**src/rtl/adc_chan_averager_pkg.sv**
```systemverilog
// Shared constants and types for the ADC channel averager and its sweep timer.
package adc_avg_pkg;

    localparam int NUM_CH      = 8;
    localparam int SAMPLE_W    = 12;
    localparam int CHAN_W      = 3;
    localparam int ARM_TIMEOUT = 16;

    typedef enum logic [1:0] {
        IDLE      = 2'd0,
        WAIT_BUSY = 2'd1,
        ARMED     = 2'd2
    } sync_state_e;

    typedef struct packed {
        logic                vld;
        logic [CHAN_W-1:0]   chan;
        logic [SAMPLE_W-1:0] data;
    } sample_req_t;

    function automatic logic [NUM_CH-1:0] chan_onehot(input logic en, input logic [CHAN_W-1:0] ch);
        logic [NUM_CH-1:0] v;
        v     = '0;
        v[ch] = en;
        return v;
    endfunction

endpackage

```
**src/rtl/adc_chan_averager_if.sv**
```systemverilog
// Bundle between the averager, the ADC front end and the control logic.
interface adc_chan_averager_if;
    import adc_avg_pkg::*;

    logic                enable;
    logic                sync;
    logic                adc_busy;
    logic                sample_valid;
    logic [SAMPLE_W-1:0] sample_data;
    logic [CHAN_W-1:0]   sample_chan;
    logic                clear;
    logic [CHAN_W-1:0]   rd_addr;
    logic [SAMPLE_W-1:0] rd_data;
    logic [NUM_CH-1:0]   new_flags;
    logic                frame_done;
    logic [NUM_CH-1:0]   alarm_lo;
    logic [NUM_CH-1:0]   alarm_hi;
    logic [SAMPLE_W-1:0] thr_lo;
    logic [SAMPLE_W-1:0] thr_hi;
    logic [7:0]          missed_sync;

    modport slave (
        input  enable, adc_busy, sample_valid, sample_data, sample_chan,
               clear, rd_addr, thr_lo, thr_hi,
        output sync, rd_data, new_flags, frame_done, alarm_lo, alarm_hi, missed_sync
    );

    modport master (
        output enable, adc_busy, sample_valid, sample_data, sample_chan,
               clear, rd_addr, thr_lo, thr_hi,
        input  sync, rd_data, new_flags, frame_done, alarm_lo, alarm_hi, missed_sync
    );

endinterface

```
**src/rtl/adc_chan_averager_sweep_timer.sv**
```systemverilog
// Sweep pacing: period timer, sync handshake FSM toward the front end and
// a saturating count of requests that expired while still unserviced.
module adc_sweep_timer
    import adc_avg_pkg::*;
#(
    parameter int SWEEP_PERIOD = 2000
) (
    input  logic       clk,
    input  logic       rst_l,
    input  logic       i_enable,
    input  logic       i_adc_busy,
    output logic       o_sync,
    output logic [7:0] o_missed_sync
);

    localparam int TMR_W = $clog2(SWEEP_PERIOD);
    localparam int ARM_W = $clog2(ARM_TIMEOUT);

    sync_state_e      r_state;
    sync_state_e      w_state_nxt;
    logic [TMR_W-1:0] r_tmr;
    logic [ARM_W-1:0] r_arm_cnt;
    logic             r_req_pending;
    logic [7:0]       r_missed;
    logic             w_expire;
    logic             w_sync;

    assign w_expire = i_enable && (r_tmr == TMR_W'(SWEEP_PERIOD - 1));

    always_ff @(posedge clk or negedge rst_l) begin
        if (!rst_l) begin
            r_tmr <= '0;
        end else if (!i_enable || w_expire) begin
            r_tmr <= '0;
        end else begin
            r_tmr <= r_tmr + 1'b1;
        end
    end

    always_ff @(posedge clk or negedge rst_l) begin
        if (!rst_l) begin
            r_req_pending <= 1'b0;
        end else if (!i_enable) begin
            r_req_pending <= 1'b0;
        end else if (w_expire) begin
            r_req_pending <= 1'b1;
        end else if (w_sync) begin
            r_req_pending <= 1'b0;
        end
    end

    // An expiry in the very cycle the pending request is serviced is not a miss.
    always_ff @(posedge clk or negedge rst_l) begin
        if (!rst_l) begin
            r_missed <= '0;
        end else if (w_expire && r_req_pending && !w_sync && (r_missed != 8'hFF)) begin
            r_missed <= r_missed + 8'd1;
        end
    end

    always_ff @(posedge clk or negedge rst_l) begin
        if (!rst_l) begin
            r_state <= IDLE;
        end else begin
            r_state <= w_state_nxt;
        end
    end

    always_ff @(posedge clk or negedge rst_l) begin
        if (!rst_l) begin
            r_arm_cnt <= '0;
        end else if (r_state != ARMED) begin
            r_arm_cnt <= '0;
        end else begin
            r_arm_cnt <= r_arm_cnt + 1'b1;
        end
    end

    // A request withdrawn by enable=0 drops WAIT_BUSY; an ARMED wait runs to its end.
    always_comb begin
        w_state_nxt = r_state;
        w_sync      = 1'b0;
        case (r_state)
            IDLE: begin
                if (r_req_pending || w_expire) w_state_nxt = WAIT_BUSY;
            end
            WAIT_BUSY: begin
                if (!r_req_pending) begin
                    w_state_nxt = IDLE;
                end else if (!i_adc_busy) begin
                    w_sync      = 1'b1;
                    w_state_nxt = ARMED;
                end
            end
            ARMED: begin
                if (i_adc_busy || (r_arm_cnt == ARM_W'(ARM_TIMEOUT - 1))) w_state_nxt = IDLE;
            end
            default: w_state_nxt = IDLE;
        endcase
    end

    assign o_sync        = w_sync;
    assign o_missed_sync = r_missed;

endmodule

```
**src/rtl/adc_chan_averager.sv**
```systemverilog
// Per-channel block averager behind the 8-channel ADC front end: accumulates
// 2^AVG_LOG2 samples per channel, publishes averages, flags, frame and alarms.
module adc_chan_averager
    import adc_avg_pkg::*;
#(
    parameter int AVG_LOG2     = 3,
    parameter int SWEEP_PERIOD = 2000
) (
    input logic                clk,
    input logic                rst_l,
    adc_chan_averager_if.slave bus
);

    localparam int               ACC_W    = SAMPLE_W + AVG_LOG2;
    localparam int               CNT_W    = (AVG_LOG2 > 0) ? AVG_LOG2 : 1;
    localparam logic [CNT_W-1:0] CNT_LAST = CNT_W'((1 << AVG_LOG2) - 1);

    sample_req_t                       r_s1;
    logic [NUM_CH-1:0][ACC_W-1:0]      r_acc;
    logic [NUM_CH-1:0][CNT_W-1:0]      r_cnt;
    logic [NUM_CH-1:0][SAMPLE_W-1:0]   r_result;
    logic [NUM_CH-1:0]                 r_alarm_lo;
    logic [NUM_CH-1:0]                 r_alarm_hi;
    logic [NUM_CH-1:0]                 r_new_flags;
    logic [NUM_CH-1:0]                 r_upd_mask;
    logic                              r_frame_done;
    logic [CHAN_W-1:0]                 r_rd_addr_q;
    logic [SAMPLE_W-1:0]               r_rd_data;

    logic [ACC_W-1:0]                  w_sum;
    logic [SAMPLE_W-1:0]               w_avg;
    logic                              w_last;
    logic                              w_upd;
    logic                              w_rd;
    logic                              w_mask_full;
    logic [NUM_CH-1:0]                 w_upd_oh;
    logic [NUM_CH-1:0]                 w_rd_oh;

    adc_sweep_timer #(
        .SWEEP_PERIOD (SWEEP_PERIOD)
    ) u_sweep_timer (
        .clk           (clk),
        .rst_l         (rst_l),
        .i_enable      (bus.enable),
        .i_adc_busy    (bus.adc_busy),
        .o_sync        (bus.sync),
        .o_missed_sync (bus.missed_sync)
    );

    // Stage 1: capture the tagged sample; clear kills it on entry.
    always_ff @(posedge clk or negedge rst_l) begin
        if (!rst_l) begin
            r_s1 <= '0;
        end else begin
            r_s1.vld <= bus.sample_valid && !bus.clear;
            if (bus.sample_valid) begin
                r_s1.chan <= bus.sample_chan;
                r_s1.data <= bus.sample_data;
            end
        end
    end

    // Stage 2 reads and writes acc/cnt in the same cycle, so a sample on the
    // same channel right behind it already sees the updated accumulator.
    assign w_sum    = r_acc[r_s1.chan] + ACC_W'(r_s1.data);
    assign w_avg    = SAMPLE_W'(w_sum >> AVG_LOG2);
    assign w_last   = r_s1.vld && (r_cnt[r_s1.chan] == CNT_LAST);
    assign w_upd    = w_last && !bus.clear;
    assign w_upd_oh = chan_onehot(w_upd, r_s1.chan);

    always_ff @(posedge clk or negedge rst_l) begin
        if (!rst_l) begin
            r_acc <= '0;
            r_cnt <= '0;
        end else if (bus.clear) begin
            r_acc <= '0;
            r_cnt <= '0;
        end else if (r_s1.vld) begin
            if (w_last) begin
                r_acc[r_s1.chan] <= '0;
                r_cnt[r_s1.chan] <= '0;
            end else begin
                r_acc[r_s1.chan] <= w_sum;
                r_cnt[r_s1.chan] <= r_cnt[r_s1.chan] + 1'b1;
            end
        end
    end

    // Results and alarms survive clear; only a completed window rewrites them.
    always_ff @(posedge clk or negedge rst_l) begin
        if (!rst_l) begin
            r_result   <= '0;
            r_alarm_lo <= '0;
            r_alarm_hi <= '0;
        end else if (w_upd) begin
            r_result[r_s1.chan]   <= w_avg;
            r_alarm_lo[r_s1.chan] <= (w_avg < bus.thr_lo);
            r_alarm_hi[r_s1.chan] <= (w_avg > bus.thr_hi);
        end
    end

    // A read is any change of rd_addr from the previous cycle.
    assign w_rd        = (bus.rd_addr != r_rd_addr_q);
    assign w_rd_oh     = chan_onehot(w_rd, bus.rd_addr);
    assign w_mask_full = &r_upd_mask;

    always_ff @(posedge clk or negedge rst_l) begin
        if (!rst_l) begin
            r_rd_addr_q  <= '0;
            r_rd_data    <= '0;
            r_new_flags  <= '0;
            r_upd_mask   <= '0;
            r_frame_done <= 1'b0;
        end else begin
            r_rd_addr_q <= bus.rd_addr;
            r_rd_data   <= r_result[bus.rd_addr];
            if (bus.clear) begin
                r_new_flags  <= '0;
                r_upd_mask   <= '0;
                r_frame_done <= 1'b0;
            end else begin
                r_new_flags  <= (r_new_flags & ~w_rd_oh) | w_upd_oh;
                r_frame_done <= w_mask_full;
                r_upd_mask   <= (w_mask_full ? '0 : r_upd_mask) | w_upd_oh;
            end
        end
    end

    assign bus.rd_data    = r_rd_data;
    assign bus.new_flags  = r_new_flags;
    assign bus.frame_done = r_frame_done;
    assign bus.alarm_lo   = r_alarm_lo;
    assign bus.alarm_hi   = r_alarm_hi;

endmodule
```
**src/flat_wrapper.sv**
```systemverilog
// flat-port wrapper written by rule: the top's interface ports become plain ports
module adc_chan_averager_flat import adc_avg_pkg::*;
#(
    parameter int AVG_LOG2     = 3,
    parameter int SWEEP_PERIOD = 2000
)
  (clk, rst_l, bus_enable, bus_adc_busy, bus_sample_valid, bus_sample_data, bus_sample_chan, bus_clear, bus_rd_addr, bus_thr_lo, bus_thr_hi, bus_sync, bus_rd_data, bus_new_flags, bus_frame_done, bus_alarm_lo, bus_alarm_hi, bus_missed_sync);
  adc_chan_averager_if bus_i ();
  input logic clk;
  input logic rst_l;
  input wire logic [$bits(bus_i.enable)-1:0] bus_enable;
  input wire logic [$bits(bus_i.adc_busy)-1:0] bus_adc_busy;
  input wire logic [$bits(bus_i.sample_valid)-1:0] bus_sample_valid;
  input wire logic [$bits(bus_i.sample_data)-1:0] bus_sample_data;
  input wire logic [$bits(bus_i.sample_chan)-1:0] bus_sample_chan;
  input wire logic [$bits(bus_i.clear)-1:0] bus_clear;
  input wire logic [$bits(bus_i.rd_addr)-1:0] bus_rd_addr;
  input wire logic [$bits(bus_i.thr_lo)-1:0] bus_thr_lo;
  input wire logic [$bits(bus_i.thr_hi)-1:0] bus_thr_hi;
  output wire logic [$bits(bus_i.sync)-1:0] bus_sync;
  output wire logic [$bits(bus_i.rd_data)-1:0] bus_rd_data;
  output wire logic [$bits(bus_i.new_flags)-1:0] bus_new_flags;
  output wire logic [$bits(bus_i.frame_done)-1:0] bus_frame_done;
  output wire logic [$bits(bus_i.alarm_lo)-1:0] bus_alarm_lo;
  output wire logic [$bits(bus_i.alarm_hi)-1:0] bus_alarm_hi;
  output wire logic [$bits(bus_i.missed_sync)-1:0] bus_missed_sync;
  assign bus_i.enable = bus_enable;
  assign bus_i.adc_busy = bus_adc_busy;
  assign bus_i.sample_valid = bus_sample_valid;
  assign bus_i.sample_data = bus_sample_data;
  assign bus_i.sample_chan = bus_sample_chan;
  assign bus_i.clear = bus_clear;
  assign bus_i.rd_addr = bus_rd_addr;
  assign bus_i.thr_lo = bus_thr_lo;
  assign bus_i.thr_hi = bus_thr_hi;
  assign bus_sync = bus_i.sync;
  assign bus_rd_data = bus_i.rd_data;
  assign bus_new_flags = bus_i.new_flags;
  assign bus_frame_done = bus_i.frame_done;
  assign bus_alarm_lo = bus_i.alarm_lo;
  assign bus_alarm_hi = bus_i.alarm_hi;
  assign bus_missed_sync = bus_i.missed_sync;
  adc_chan_averager #(.AVG_LOG2(AVG_LOG2), .SWEEP_PERIOD(SWEEP_PERIOD)) u_core (.clk(clk), .rst_l(rst_l), .bus(bus_i));
endmodule
```
**config.mk**
```make
export PLATFORM = sky130hd
export DESIGN_NAME = adc_chan_averager_flat
export DESIGN_NICKNAME = d
export VERILOG_FILES = /design/src/rtl/adc_chan_averager_pkg.sv /design/src/rtl/adc_chan_averager_if.sv /design/src/rtl/adc_chan_averager_sweep_timer.sv /design/src/rtl/adc_chan_averager.sv /design/src/flat_wrapper.sv
export SDC_FILE = /design/constraint.sdc
export NUM_CORES = 1
export LEC_CHECK = 0
export CAP_MARGIN = 20
export CORE_MARGIN = 2
export CORE_UTILIZATION = 40
export CTS_CLUSTER_SIZE = 8
export DETAILED_ROUTE_END_ITERATION = 7
export PLACE_DENSITY_LB_ADDON = 0.15
export SETUP_SLACK_MARGIN = 0.05
export SLEW_MARGIN = 20
export SYNTH_ARGS = -nofsm -noshare
export SYNTH_HDL_FRONTEND = slang
export SYNTH_SLANG_ARGS = --single-unit
```
**constraint.sdc**
```tcl
create_clock -name clk -period 5.4 [get_ports clk]
set_input_delay 1.08 -clock clk [delete_from_list [all_inputs] [get_ports clk]]
set_output_delay 1.08 -clock clk [all_outputs]
set_load 0.02 [all_outputs]
```
* Word-level counts from Yosys, hierarchy flattened
Index checks and enable logic that the tools add are counted.
** Storage, ports and cells
- Logic and storage cells :: 135
- Input bits :: 48
- Flip-flop bits (word level) :: 330
- Output and inout bits :: 46
** Operators by class
- Reduce and logical (&&, ||, !) cells :: 19
- Mux-type cells :: 44
- Magnitude comparators :: 6
- Bitwise operators :: 10
- $add $sub $neg :: 5
- Equal/unequal tests :: 12
** Operators by type and width (count)
- $mux 120 :: 3
- $and 120x120->120 :: 1
- $bwmux 120 :: 1
- $not 120->120 :: 1
- $bwmux 96 :: 1
- $mux 24 :: 3
- $bmux 15 s3 :: 1
- $demux 15 s3 :: 1
- $bmux 12 s3 :: 1
- $demux 12 s3 :: 1
- $mux 15 :: 2
- $and 24x24->24 :: 1
- $and 8x8->8 :: 3
- $bwmux 24 :: 1
- $mux 12 :: 2
- $mux 8 :: 3
- $not 24->24 :: 1
- $bwmux 8 :: 2
- $or 8x8->8 :: 2
- $add 15x12->15 :: 1
- $gt 12x12->1 :: 1
- $lt 12x12->1 :: 1
- $add 11x1->11 const B :: 1
- $eq 11x11->1 const B :: 1
- 31 further kinds :: 60

* Depth between registers and ports, before layout
Gate-level depths: netlist of run 1.
- Depth after elaboration :: 9
- Gate-level depth with buffers :: 25
- Mapped depth without buffers :: 20

* Modules after synthesis
From an unflattened synthesis of run 1, not the netlist that was laid out.
** Second synthesis, totals
- Cell total of the unflattened synthesis :: 1607
- Area total of the unflattened synthesis :: 15411.0 um2
** Modules (own cells, without submodules)
- adc_chan_averager :: seq. area each 7607.3 um2, instances 1, area an instance 14192.4 um2, cells an instance 1493
- adc_sweep_timer :: seq. area each 650.6 um2, instances 1, area an instance 1218.7 um2, cells an instance 114

* Worst setup path after synthesis of run 1
Ideal clock, no wire load.
- Kind :: register to register
- From :: register u_core.r_s1[13] (netlist name)
- To :: register u_core.r_alarm_lo[0] (netlist: u_core.bus.alarm_lo[0])
- Buffers on the path :: 4
- Slack :: 289 ps
- Setup time :: 68 ps
- Data required time :: 5332 ps
- Stages on the path, launching flop included :: 24
- Clock period less this slack :: 5111 ps
- Data arrival time :: 5043 ps
- Cell sequence :: dfrtp_1 > buf_4 > buf_2 > buf_2 > mux2i_1 > nor2_1 > a21oi_1 > nor2_1 > a211oi_1 > inv_1 > ha_1 > a21o_1 > and4_1 > o2111ai_1 > nor2b_1 > xor2_1 > clkbuf_1 > inv_1 > ha_1 > a21o_1 > a21oi_1 > nor2_1 > nor4_1 > mux2_2
** Between the ends
- Longest elaborated chain between the ends :: 5
- Elaborated cells on any way between the ends :: 15
- Those cells by class :: add/sub (1); order compare (3); eq/ne (1); mux (7); reduce/logical (3)
** RTL lines
- from (decl) :: RTL line adc_chan_averager.sv:18 : sample_req_t r_s1;
- $bmux 15 s3 :: RTL line adc_chan_averager.sv:65 : assign w_sum = r_acc[r_s1.chan] + ACC_W'(r_s1.data);
- $mux 15 (implied by the code) :: RTL line adc_chan_averager.sv:65
- $add 15x12->15 :: RTL line adc_chan_averager.sv:65
- net u_core.w_sum[9] :: RTL line adc_chan_averager.sv:30 : logic [ACC_W-1:0] w_sum;
- $lt 12x12->1 :: RTL line adc_chan_averager.sv:97 : r_alarm_lo[r_s1.chan] <= (w_avg < bus.thr_lo);
- $bwmux 8 :: RTL line adc_chan_averager.sv:97
- to (signal, indexed assignment) :: RTL line adc_chan_averager.sv:97
- to (decl) :: RTL line adc_chan_averager.sv:22 : logic [NUM_CH-1:0] r_alarm_lo;
The timed path passes the listed nets, and every way through them passes these cells. The select of a mux whose other input is x is not followed.
A chain may end at the register's enable or synchronous reset.

* Final worst setup path of run 1
- From :: register u_core.r_s1[14] (netlist name)
- To :: register u_core.r_alarm_lo[0] (netlist: u_core.bus.alarm_lo[0])
Same word-level chain as after synthesis.

==> tab_implementation.tex, run 1 <==
\begin{tabular}{lr}
\hline
Metric & Value \\
\hline
\multicolumn{2}{l}{\textbf{Power and ir drop}} \\
\quad Internal power & roughly 4.3 mW \\
\quad Power density over cell area & between 300 and 400 nW/um2 \\
\quad Leakage Power & 8.561 nW \\
\quad Share of total power in sequential cells & 0.431 \\
\quad Combinational share of power & 0.123 \\
\quad Switching power share of the total & 0.2705 \\
\quad Clock network fraction of total power & 0.446 \\
\quad IR drop worst, VDD & roughly 0.27 mV \\
\quad Switching power of the nets & roughly 1.6 mW \\
\multicolumn{2}{l}{\textbf{Synth}} \\
\quad Cell types with the largest area share after synthesis & sky130\_fd\_sc\_hd\_\_dfrtp\_1 51\%, sky130\_fd\_sc\_hd\_\_nand2\_1 6.9\%, sky130\_fd\_sc\_hd\_\_o21ai\_0 3.4\% \\
\quad Post-synthesis async set-or-reset flop share & 1.000 \\
\quad Synth Warn \# & 0 \\
\quad Commonest register cell after synthesis & sky130\_fd\_sc\_hd\_\_dfrtp\_1 \\
\quad Synthesized net count & around 1700 \\
\quad EDFF count, synth & 0 \\
\quad Synthesized netlist cell count & roughly 1600 \\
\quad Unique cell type count in the Yosys netlist & between 70 and 80 \\
\quad Biggest area consumer among synthesized cells & sky130\_fd\_sc\_hd\_\_dfrtp\_1 \\
\quad Avg Cell Area, Syn & roughly 9.8 um2 \\
\quad Cell area after technology mapping & between 15000 and 20000 um2 \\
\quad Sequential cell area fraction in the yosys report & 0.5119 \\
\quad Proportion of netlist area held by the largest area contributor & 0.5119 \\
\quad Count of state elements after synthesis & 330 \\
\multicolumn{2}{l}{\textbf{Worst setup path}} \\
\quad WP data required & 5.86 ns \\
\quad Number of cells traversed by the worst register-to-register path & 18 \\
\quad Worst-path fanout max & 26 \\
\quad Worst stage delay on the critical path & around 0.65 ns \\
\quad Slowest cell on the critical path & sky130\_fd\_sc\_hd\_\_dfrtp\_4 \\
\quad Crit path cell chain & buf\_4 -> mux2\_2 -> a221oi\_1 -> o22ai\_1 -> ha\_1 -> a21o\_1 -> a221o\_1 -> a31oi\_1 -> buf\_4 -> o21a\_1 -> nor2\_1 -> ha\_1 -> nand4\_1 -> nor2\_1 -> nand4\_1 -> a21oi\_1 -> nor4\_4 -> mux2\_2 \\
\quad Endpoint class of the critical path & register \\
\quad Critical Path Source Type & register \\
\quad Setup Crit Path Kind & reg -> reg \\
\quad Critical Path AT & between 5 and 6 ns \\
\multicolumn{2}{l}{\textbf{Clocking}} \\
\quad Post-CTS Repair Setup Buffers & 0 \\
\quad CTS H-Tree Depth & 2 \\
\quad Count of clock tree sinks & 330 \\
\quad TritonCTS Buffers & 47 \\
\quad Post-CTS Resized & 1 \\
\quad Insertion delay to the later sink of the worst-skew pair & just under 0.6 ns \\
\quad Root Buffer Master & sky130\_fd\_sc\_hd\_\_clkbuf\_16 \\
\quad CTS tree & yes \\
\quad Max Buffers Root-to-Sink & 3 \\
\quad Clk pin slew, worst setup/hold paths & approximately 0.05 ns \\
\quad Hold bufs inserted after CTS & 0 \\
\multicolumn{2}{l}{\textbf{STA}} \\
\quad Hold Vio Cnt, Final & 0 \\
\quad Maximum clock frequency & slightly above 0.2 GHz \\
\quad RSZ-0062 raised after global routing & false \\
\quad Setup\_tns & 0 ns \\
\quad Worst max-slew margin expressed relative to the limit & 0.3191 \\
\quad Worst hold slack across all endpoints & $\sim$0.46 ns \\
\quad Slew at the pin closest to its max-slew limit & 1.018 ns \\
\quad Final Max Tran Viols & 0 \\
\quad Final Cycle Share & 0.9183 \\
\quad Post-route clock skew & between 0.03 and 0.04 ns \\
\quad Final setup violation count & 0 \\
\quad Post-route minimum period & 4.959 ns \\
\quad PnR worst setup slack & around 0.44 ns \\
\multicolumn{2}{l}{\textbf{Cells and area}} \\
\quad Number of nets at the end of the flow & roughly 1800 \\
\quad Commonest non-fill, non-tap cells in the layout & 328 x sky130\_fd\_sc\_hd\_\_dfrtp\_1, 298 x sky130\_fd\_sc\_hd\_\_nand2\_1, 111 x sky130\_fd\_sc\_hd\_\_o21ai\_0 \\
\quad Commonest non-fill, non-tap cell in the layout & sky130\_fd\_sc\_hd\_\_dfrtp\_1 \\
\quad Number of fill cells & 3712 \\
\quad Area overhead of the layout relative to synthesis & 18.53\% \\
\quad Layout cell share with drive strength beyond 1 & 0.1277 \\
\quad Non-Filler Instances & about 2300 \\
\quad End-of-flow core utilization & 0.4812 \\
\quad Number of antenna diodes & 0 \\
\multicolumn{2}{l}{\textbf{Global routing}} \\
\quad Total routing resource utilization after global routing & 0.2440 \\
\quad Largest net degree at the start of global routing & between 100 and 150 \\
\quad Initial antenna violation count & 0 \\
\quad Remaining Overflow, GRT & 0 \\
\quad Number of global-route vias before repair & 13080 \\
\quad Global-route wire length before repair & about 78000 um \\
\multicolumn{2}{l}{\textbf{Placement}} \\
\quad Hpwl dp & between 30000 and 40000 um \\
\quad Minimum setup slack after placement & -0.1765 ns \\
\quad Gp weighted congestion & roughly 0.87 \\
\quad Port buffer count & 93 \\
\quad Placed cell count & around 2200 \\
\multicolumn{2}{l}{\textbf{Route}} \\
\quad Vias after detailed routing & between 10000 and 15000 \\
\quad DR vias/cell & 5.720 \\
\quad Drt total wl & $\sim$50000 um \\
\quad DR iter-0 viols & slightly below 1000 \\
\quad Average wire per cell in the routed design & between 20 and 25 um \\
\quad Remaining antenna violation count & 0 \\
\quad Detailed-router iteration count before antenna repair & 5 \\
\quad Count of unresolved DRC violations after routing & 0 \\
\multicolumn{2}{l}{\textbf{Die}} \\
\quad Number of rows in the core area & 73 \\
\quad Die area & about 42000 um2 \\
\quad Initial Util & 0.4060 \\
\quad Overall die height & 204.8 um \\
\quad Width of the chip & approximately 200 um \\
\quad Area of the core region & approximately 40000 um2 \\
\quad IO Pins & 94 \\
\multicolumn{2}{l}{\textbf{Worst hold path}} \\
\quad Kind of path behind the tightest hold check & in -> async \\
\multicolumn{2}{l}{\textbf{Run status}} \\
\quad Status & complete, no violations \\
\multicolumn{2}{l}{\textbf{Flow run}} \\
\quad Max-Cap Viols & 0 \\
\hline
\end{tabular}
[cells in the mapped netlist (3+ instances only)]
cell,instances
sky130_fd_sc_hd__dfrtp_1,330
sky130_fd_sc_hd__nand2_1,298
sky130_fd_sc_hd__o21ai_0,111
sky130_fd_sc_hd__a21oi_1,95
sky130_fd_sc_hd__nor2_1,90
sky130_fd_sc_hd__clkbuf_1,80
sky130_fd_sc_hd__nand3_1,72
sky130_fd_sc_hd__mux2_2,47
sky130_fd_sc_hd__a22oi_1,42
sky130_fd_sc_hd__ha_1,40
sky130_fd_sc_hd__inv_1,38
sky130_fd_sc_hd__a211oi_1,22
sky130_fd_sc_hd__buf_2,19
sky130_fd_sc_hd__nor4_1,18
sky130_fd_sc_hd__o31ai_1,18
sky130_fd_sc_hd__mux2i_1,17
sky130_fd_sc_hd__nand2b_1,17
sky130_fd_sc_hd__nor2b_1,17
sky130_fd_sc_hd__or3_1,17
sky130_fd_sc_hd__a221oi_1,16
sky130_fd_sc_hd__mux4_2,14
sky130_fd_sc_hd__xor2_1,14
sky130_fd_sc_hd__and2_1,13
sky130_fd_sc_hd__xnor2_1,13
sky130_fd_sc_hd__a21o_1,12
sky130_fd_sc_hd__nand4_1,12
sky130_fd_sc_hd__buf_1,11
sky130_fd_sc_hd__a22o_1,10
sky130_fd_sc_hd__nor3_1,10
sky130_fd_sc_hd__o211ai_1,10
sky130_fd_sc_hd__o21ai_2,9
sky130_fd_sc_hd__a211o_1,8
sky130_fd_sc_hd__a311o_1,8
sky130_fd_sc_hd__a32oi_1,8
sky130_fd_sc_hd__and3_1,8
sky130_fd_sc_hd__a32o_1,7
sky130_fd_sc_hd__o21a_1,7
sky130_fd_sc_hd__buf_4,4
sky130_fd_sc_hd__nor3_2,4
sky130_fd_sc_hd__nor3b_1,4
sky130_fd_sc_hd__o221ai_1,4
sky130_fd_sc_hd__o22ai_1,4
sky130_fd_sc_hd__a221o_1,3
[logic make-up (layout without fill, tap and decap cells)]
kind of cell / after synthesis / after routing / synth area share
XOR/XNOR: 28 / 28 / 0.01567
adder cells (fa/ha/maj): 41 / 41 / 0.03227
buffers and inverters: 158 / 262 / 0.04018
AND/OR/NAND/NOR: 593 / 593 / 0.1663
AO/OA/AOI/OAI: 414 / 414 / 0.1708
multiplexers: 78 / 78 / 0.06290
flip-flops: 330 / 330 / 0.5119
[power groups by stage]
stage               registers, mW  clock network (mW)  logic (mW)
floorplan                    2.57                   0       0.419
global placement             2.59                   0       0.712
detailed placement           2.59                   0       0.719
CTS                          2.55                2.69       0.724
global route                 2.55                2.80       0.801
finish                       2.55                2.64       0.730
[worst max-delay path: cells and delay by family (launching register included)]
| kind | cells | cell delay, ns |
|---|---|---|
| AOI/OAI and AO/OA | 7 | 1.66 |
| adders and majority gates | 2 | 0.78 |
| buffers and inverters | 2 | 0.48 |
| DFF | 1 | 0.65 |
| muxes | 2 | 0.61 |
| and+or+nand+nor | 5 | 0.62 |
[path summary, 6_finish.rpt]
check                                                          to  slack (ns)                               from
worst max-delay path                       u_core.bus.alarm_lo[0]        0.44                    u_core.r_s1[14]
worst min-delay path                        u_core.bus.frame_done        0.46                              rst_l
worst max register to register             u_core.bus.alarm_lo[0]        0.44                    u_core.r_s1[14]
worst min register to register  u_core.u_sweep_timer.r_arm_cnt[0]        0.46  u_core.u_sweep_timer.r_arm_cnt[0]
max in group asynchronous                     u_core.r_result[73]        3.72                              rst_l
min in group clk                u_core.u_sweep_timer.r_arm_cnt[0]        0.46  u_core.u_sweep_timer.r_arm_cnt[0]
[layer usage]
layer / wire length, um / track usage / share of wire / up-vias
li1: - / - / - / 6022
met5: 0 / 0 / 0 / -
met2: 22030 / 0.3682 / 0.44 / 415
met3: 3308 / 0.04963 / 0.066 / 74
met4: 1352 / 0.08696 / 0.027 / 0
met1: 23180 / 0.3476 / 0.46 / 6478
[final cells by class]
type,count,area [um2],area share
clock inverters,4,57.56,0.003010
inverters,41,153.9,0.008049
clock buffers,51,1201,0.06282
well taps,525,656.9,0.03435
repair buffers,166,1494,0.07813
flip-flops and latches,330,8263,0.4321
multi-input cells,1154,7295,0.3815
[sequential cells by signal, summed over array words and instances, names as in the netlist]
register                            count
u_core.r_acc                          120
u_core.r_result                        96
u_core.r_cnt                           24
u_core.r_s1                            16
u_core.bus.rd_data                     12
u_core.u_sweep_timer.r_tmr             11
u_core.bus.alarm_hi                     8
u_core.bus.alarm_lo                     8
u_core.bus.new_flags                    8
u_core.r_upd_mask                       8
u_core.u_sweep_timer.o_missed_sync      8
u_core.u_sweep_timer.r_arm_cnt          4
u_core.r_rd_addr_q                      3
u_core.u_sweep_timer.r_state            2
u_core.bus.frame_done                   1
u_core.u_sweep_timer.r_req_pending      1
[metrics by stage]
| stage | area (um2) | total power, mW |
|---|---|---|
| 2_1_floorplan | 16130 | 2.986 |
| 3_3_place_gp | 17810 | 3.300 |
| 5_1_grt | 19120 | 6.152 |
| 4_1_cts | 19080 | 5.965 |
| 3_5_place_dp | 17810 | 3.307 |
| 6_report | 19120 | 5.915 |
(Power assumes the default switching activity.)
==> run 2, diff against run 1 <==
Settings changed: CORE_UTILIZATION 40 to 54, TNS_END_PERCENT set to 20.
==> tab_implementation.tex, run 2 (same netlist as run 1, synthesis figures left out) <==
\begin{tabular}{lr}
\hline
Metric & Value \\
\hline
\multicolumn{2}{l}{\textbf{Power and ir drop}} \\
\quad Switching power share of the total & 0.2634 (-0.007073) \\
\quad IR drop worst, VDD & 0.2252 mV (-16\%) \\
\quad Share of total power in sequential cells & 0.437 (+0.006) \\
\quad Combinational share of power & 0.124 (about the same) \\
\quad Switching power of the nets & 1.534 mW (-4.1\%) \\
\quad Post-route total power & 5.825 mW (-1.5\%) \\
\quad Leakage Power & 8.473 nW (-1.0\%) \\
\quad Internal power & 4.290 mW (-0.57\%) \\
\quad Power density over cell area & 309.2 nW/um2 (about the same) \\
\quad Clock network fraction of total power & 0.439 (-0.007) \\
\multicolumn{2}{l}{\textbf{STA}} \\
\quad Final setup violation count & 0 (unchanged) \\
\quad Maximum clock frequency & 0.1956 GHz (-3.0\%) \\
\quad Final Max Tran Viols & 0 (unchanged) \\
\quad Worst max-slew margin expressed relative to the limit & 0.2673 (-0.05179) \\
\quad Post-route clock skew & 0.01697 ns (-0.01447 ns) \\
\quad Slew at the pin closest to its max-slew limit & 1.096 ns (+0.07879 ns) \\
\quad Post-route minimum period & 5.113 ns (+0.1542 ns) \\
\quad RSZ-0062 raised after global routing & false \\
\quad Hold Vio Cnt, Final & 0 (unchanged) \\
\quad Final Cycle Share & 0.9469 (+0.02855) \\
\multicolumn{2}{l}{\textbf{Die}} \\
\quad Number of rows in the core area & 63 (-14\%) \\
\quad Die area & 31270 um2 (-25\%) \\
\quad Initial Util & 0.5457 (+0.1397) \\
\quad IO Pins & 94 (unchanged) \\
\quad Area of the core region & 29560 um2 (-26\%) \\
\quad Width of the chip & 176.8 um (-14\%) \\
\quad Overall die height & 176.8 um (-14\%) \\
\multicolumn{2}{l}{\textbf{Flow run}} \\
\quad Max-Cap Viols & 0 (unchanged) \\
\multicolumn{2}{l}{\textbf{Worst setup path}} \\
\quad Last element of the critical path & u\_core.bus.alarm\_lo[7] \\
\quad Buffers plus inverters on the worst setup path & 1 (-1) \\
\quad Critical Path AT & 5.59 ns (+0.17 ns) \\
\quad Slowest cell on the critical path & sky130\_fd\_sc\_hd\_\_dfrtp\_4 \\
\quad Critical register-to-register path startpoint & u\_core.r\_s1[14] \\
\quad WP data required & 5.88 ns (+0.02 ns) \\
\quad Endpoint class of the critical path & register \\
\quad Crit path cell chain & buf\_4 -> mux2\_2 -> nand2\_1 -> o221ai\_1 -> ha\_1 -> and2\_4 -> a221oi\_4 -> nand2\_2 -> a221oi\_4 -> nor2\_1 -> xnor2\_1 -> ha\_1 -> nand4\_1 -> nor2\_1 -> nand4\_1 -> a21oi\_1 -> nor4\_4 -> mux2\_2 \\
\quad Worst setup slack for register-to-register paths & 0.29 ns (-0.15 ns) \\
\quad Endpoint of the worst-slack reg-to-reg timing path & u\_core.bus.alarm\_lo[7] \\
\quad Number of cells traversed by the worst register-to-register path & 18 (unchanged) \\
\quad CP Depth & 18 (unchanged) \\
\quad Worst stage delay on the critical path & 0.61 ns (-0.04 ns) \\
\quad Worst-path fanout max & 20 (-23\%) \\
\quad Critical Path Source Type & register \\
\quad Worst setup path startpoint & u\_core.r\_s1[14] \\
\quad Dominant delay contributor by cell family on the critical path & simple AND/OR/NAND/NOR gates \\
\quad Setup Crit Path Kind & reg -> reg \\
\multicolumn{2}{l}{\textbf{Route}} \\
\quad Average wire per cell in the routed design & 21.55 um (-1.9\%) \\
\quad DR iter-0 viols & 1492 (+53\%) \\
\quad Met3 wire len & 3591 um (+8.6\%) \\
\quad Vias after detailed routing & 13180 (+1.5\%) \\
\quad Drt total wl & 45580 um (-8.6\%) \\
\quad DR vias/cell & 6.231 (+8.9\%) \\
\quad Count of unresolved DRC violations after routing & 0 (unchanged) \\
\quad Met2 wire len & 20580 um (-6.6\%) \\
\quad M1 wire length & 20420 um (-12\%) \\
\quad Remaining antenna violation count & 0 (unchanged) \\
\quad Detailed-router iteration count before antenna repair & 5 (unchanged) \\
\quad Highest Signal Layer & met4 \\
\multicolumn{2}{l}{\textbf{Global routing}} \\
\quad Global-route wire length before repair & 72850 um (-6.7\%) \\
\quad Total routing resource utilization after global routing & 0.2978 (+0.05389) \\
\quad Remaining Overflow, GRT & 0 (unchanged) \\
\quad Number of global-route vias before repair & 12810 (-2.1\%) \\
\quad Initial antenna violation count & 1 (+1) \\
\quad Largest net degree at the start of global routing & 116 (-7.9\%) \\
\multicolumn{2}{l}{\textbf{Cells and area}} \\
\quad Area overhead of the layout relative to synthesis & 16.79\% \\
\quad Register name with the most flops & u\_core.r\_acc \\
\quad Number of flip-flops under the largest register name & 120 (unchanged) \\
\quad Number of nets at the end of the flow & 1810 (-1.0\%) \\
\quad Final standard cell area without fillers & 18840 um2 (-1.5\%) \\
\quad Layout cell share with drive strength beyond 1 & 0.1189 (-0.008811) \\
\quad Registers with the most flip-flops & u\_core.r\_acc: 120 flops, u\_core.r\_result: 96 flops, u\_core.r\_cnt: 24 flops \\
\quad Number of fill cells & 2430 (-35\%) \\
\quad End-of-flow core utilization & 0.6374 (+0.1561) \\
\quad Commonest non-fill, non-tap cell in the layout & sky130\_fd\_sc\_hd\_\_dfrtp\_1 \\
\quad Commonest non-fill, non-tap cells in the layout & 328 x sky130\_fd\_sc\_hd\_\_dfrtp\_1, 295 x sky130\_fd\_sc\_hd\_\_nand2\_1, 111 x sky130\_fd\_sc\_hd\_\_o21ai\_0 \\
\multicolumn{2}{l}{\textbf{Placement}} \\
\quad Port buffer count & 93 (unchanged) \\
\quad Gp weighted congestion & 0.9115 (+4.4\%) \\
\quad Post-detailed-placement cell area & 17490 um2 (-1.8\%) \\
\quad Hpwl dp & 29240 um (-11\%) \\
\multicolumn{2}{l}{\textbf{Clocking}} \\
\quad TritonCTS Buffers & 47 (unchanged) \\
\quad Insertion delay to the later sink of the worst-skew pair & 0.55 ns (-0.04 ns) \\
\quad Root Buffer Master & sky130\_fd\_sc\_hd\_\_clkbuf\_16 \\
\quad Clk pin slew, worst setup/hold paths & 0.05 ns (about the same) \\
\quad Hold bufs inserted after CTS & 0 (unchanged) \\
\quad Count of clock tree sinks & 330 (unchanged) \\
\quad Max Buffers Root-to-Sink & 3 (unchanged) \\
\quad CTS tree & yes \\
\quad CTS H-Tree Depth & 2 (unchanged) \\
\multicolumn{2}{l}{\textbf{Run status}} \\
\quad Status & complete, no violations \\
\multicolumn{2}{l}{\textbf{Worst hold path}} \\
\quad Kind of path behind the tightest hold check & reg -> reg \\
\hline
\end{tabular}
## run 2: cell types whose count changed in the layout (fill, tap and decap cells not counted), sizes merged
cell      before  now
buf           75   56
clkinvlp       0    1
clkbuf        51   48
inv           40   39
diode          0    1
## run 2: power groups by stage
stage,logic (mW),clock network [mW],registers (mW)
finish,0.722,2.56,2.55
global route,0.785,2.69,2.55
CTS,0.701,2.59,2.55
detailed placement,0.696,0,2.59
global placement,0.684,0,2.58
floorplan,0.419,0,2.57
## run 2: how the worst min path moves through the flow
stage,cells after the start,startpoint,slack (ns),endpoint
final,1,u_core.u_sweep_timer.r_arm_cnt[0],0.47,u_core.u_sweep_timer.r_arm_cnt[0]
after global routing,1,u_core.u_sweep_timer.r_arm_cnt[0],0.49,u_core.u_sweep_timer.r_arm_cnt[0]
after CTS,1,u_core.u_sweep_timer.r_arm_cnt[0],0.47,u_core.u_sweep_timer.r_arm_cnt[0]
after detailed placement,1,u_core.u_sweep_timer.r_tmr[0],0.46,u_core.u_sweep_timer.r_tmr[0]
after global placement,1,u_core.u_sweep_timer.r_arm_cnt[0],0.45,u_core.u_sweep_timer.r_arm_cnt[0]
after floorplan,1,u_core.u_sweep_timer.r_tmr[0],0.43,u_core.u_sweep_timer.r_tmr[0]
## run 2: layout make-up
cell class	instances	area, um2	share of cell area
Sequential cell	330	8263	0.4386
Multi-Input combinational cell	1154	7293	0.3871
Tap cell	390	488.0	0.02590
Antenna cell	1	2.502	0.0001328
Clock inverter	4	60.06	0.003188
Inverter	41	155.1	0.008235
Timing Repair Buffer	147	1399	0.07425
Clock buffer	48	1180	0.06262
## run 2: what timing repair did
action	CTS	global route
setup buffers	0	2
setup endpoints to repair	8	16
resized for setup	1	4
pin swaps	0	1
## run 2: layer usage
| layer | up-vias | track usage |
|---|---|---|
| met5 | - | 0 |
| met4 | 0 | 0.08196 |
| met3 | 85 | 0.04639 |
| met2 | 566 | 0.4497 |
| met1 | 6556 | 0.4489 |
| li1 | 5972 | - |
## run 2: per-stage QoR
| step | std cells | hold slack, ns | TNS [ns] | setup slack [ns] |
|---|---|---|---|---|
| 2_1_floorplan | 1642 | 0.4329 | 0 | 0.2893 |
| 3_3_place_gp | 2056 | 0.4527 | -0.03676 | -0.005274 |
| 3_5_place_dp | 2056 | 0.4582 | -1.051 | -0.1388 |
| 4_1_cts | 2108 | 0.4726 | 0 | 0.06240 |
| 5_1_grt | 2114 | 0.4875 | 0 | 0.06949 |
| 6_report | 2115 | 0.4675 | 0 | 0.2868 |
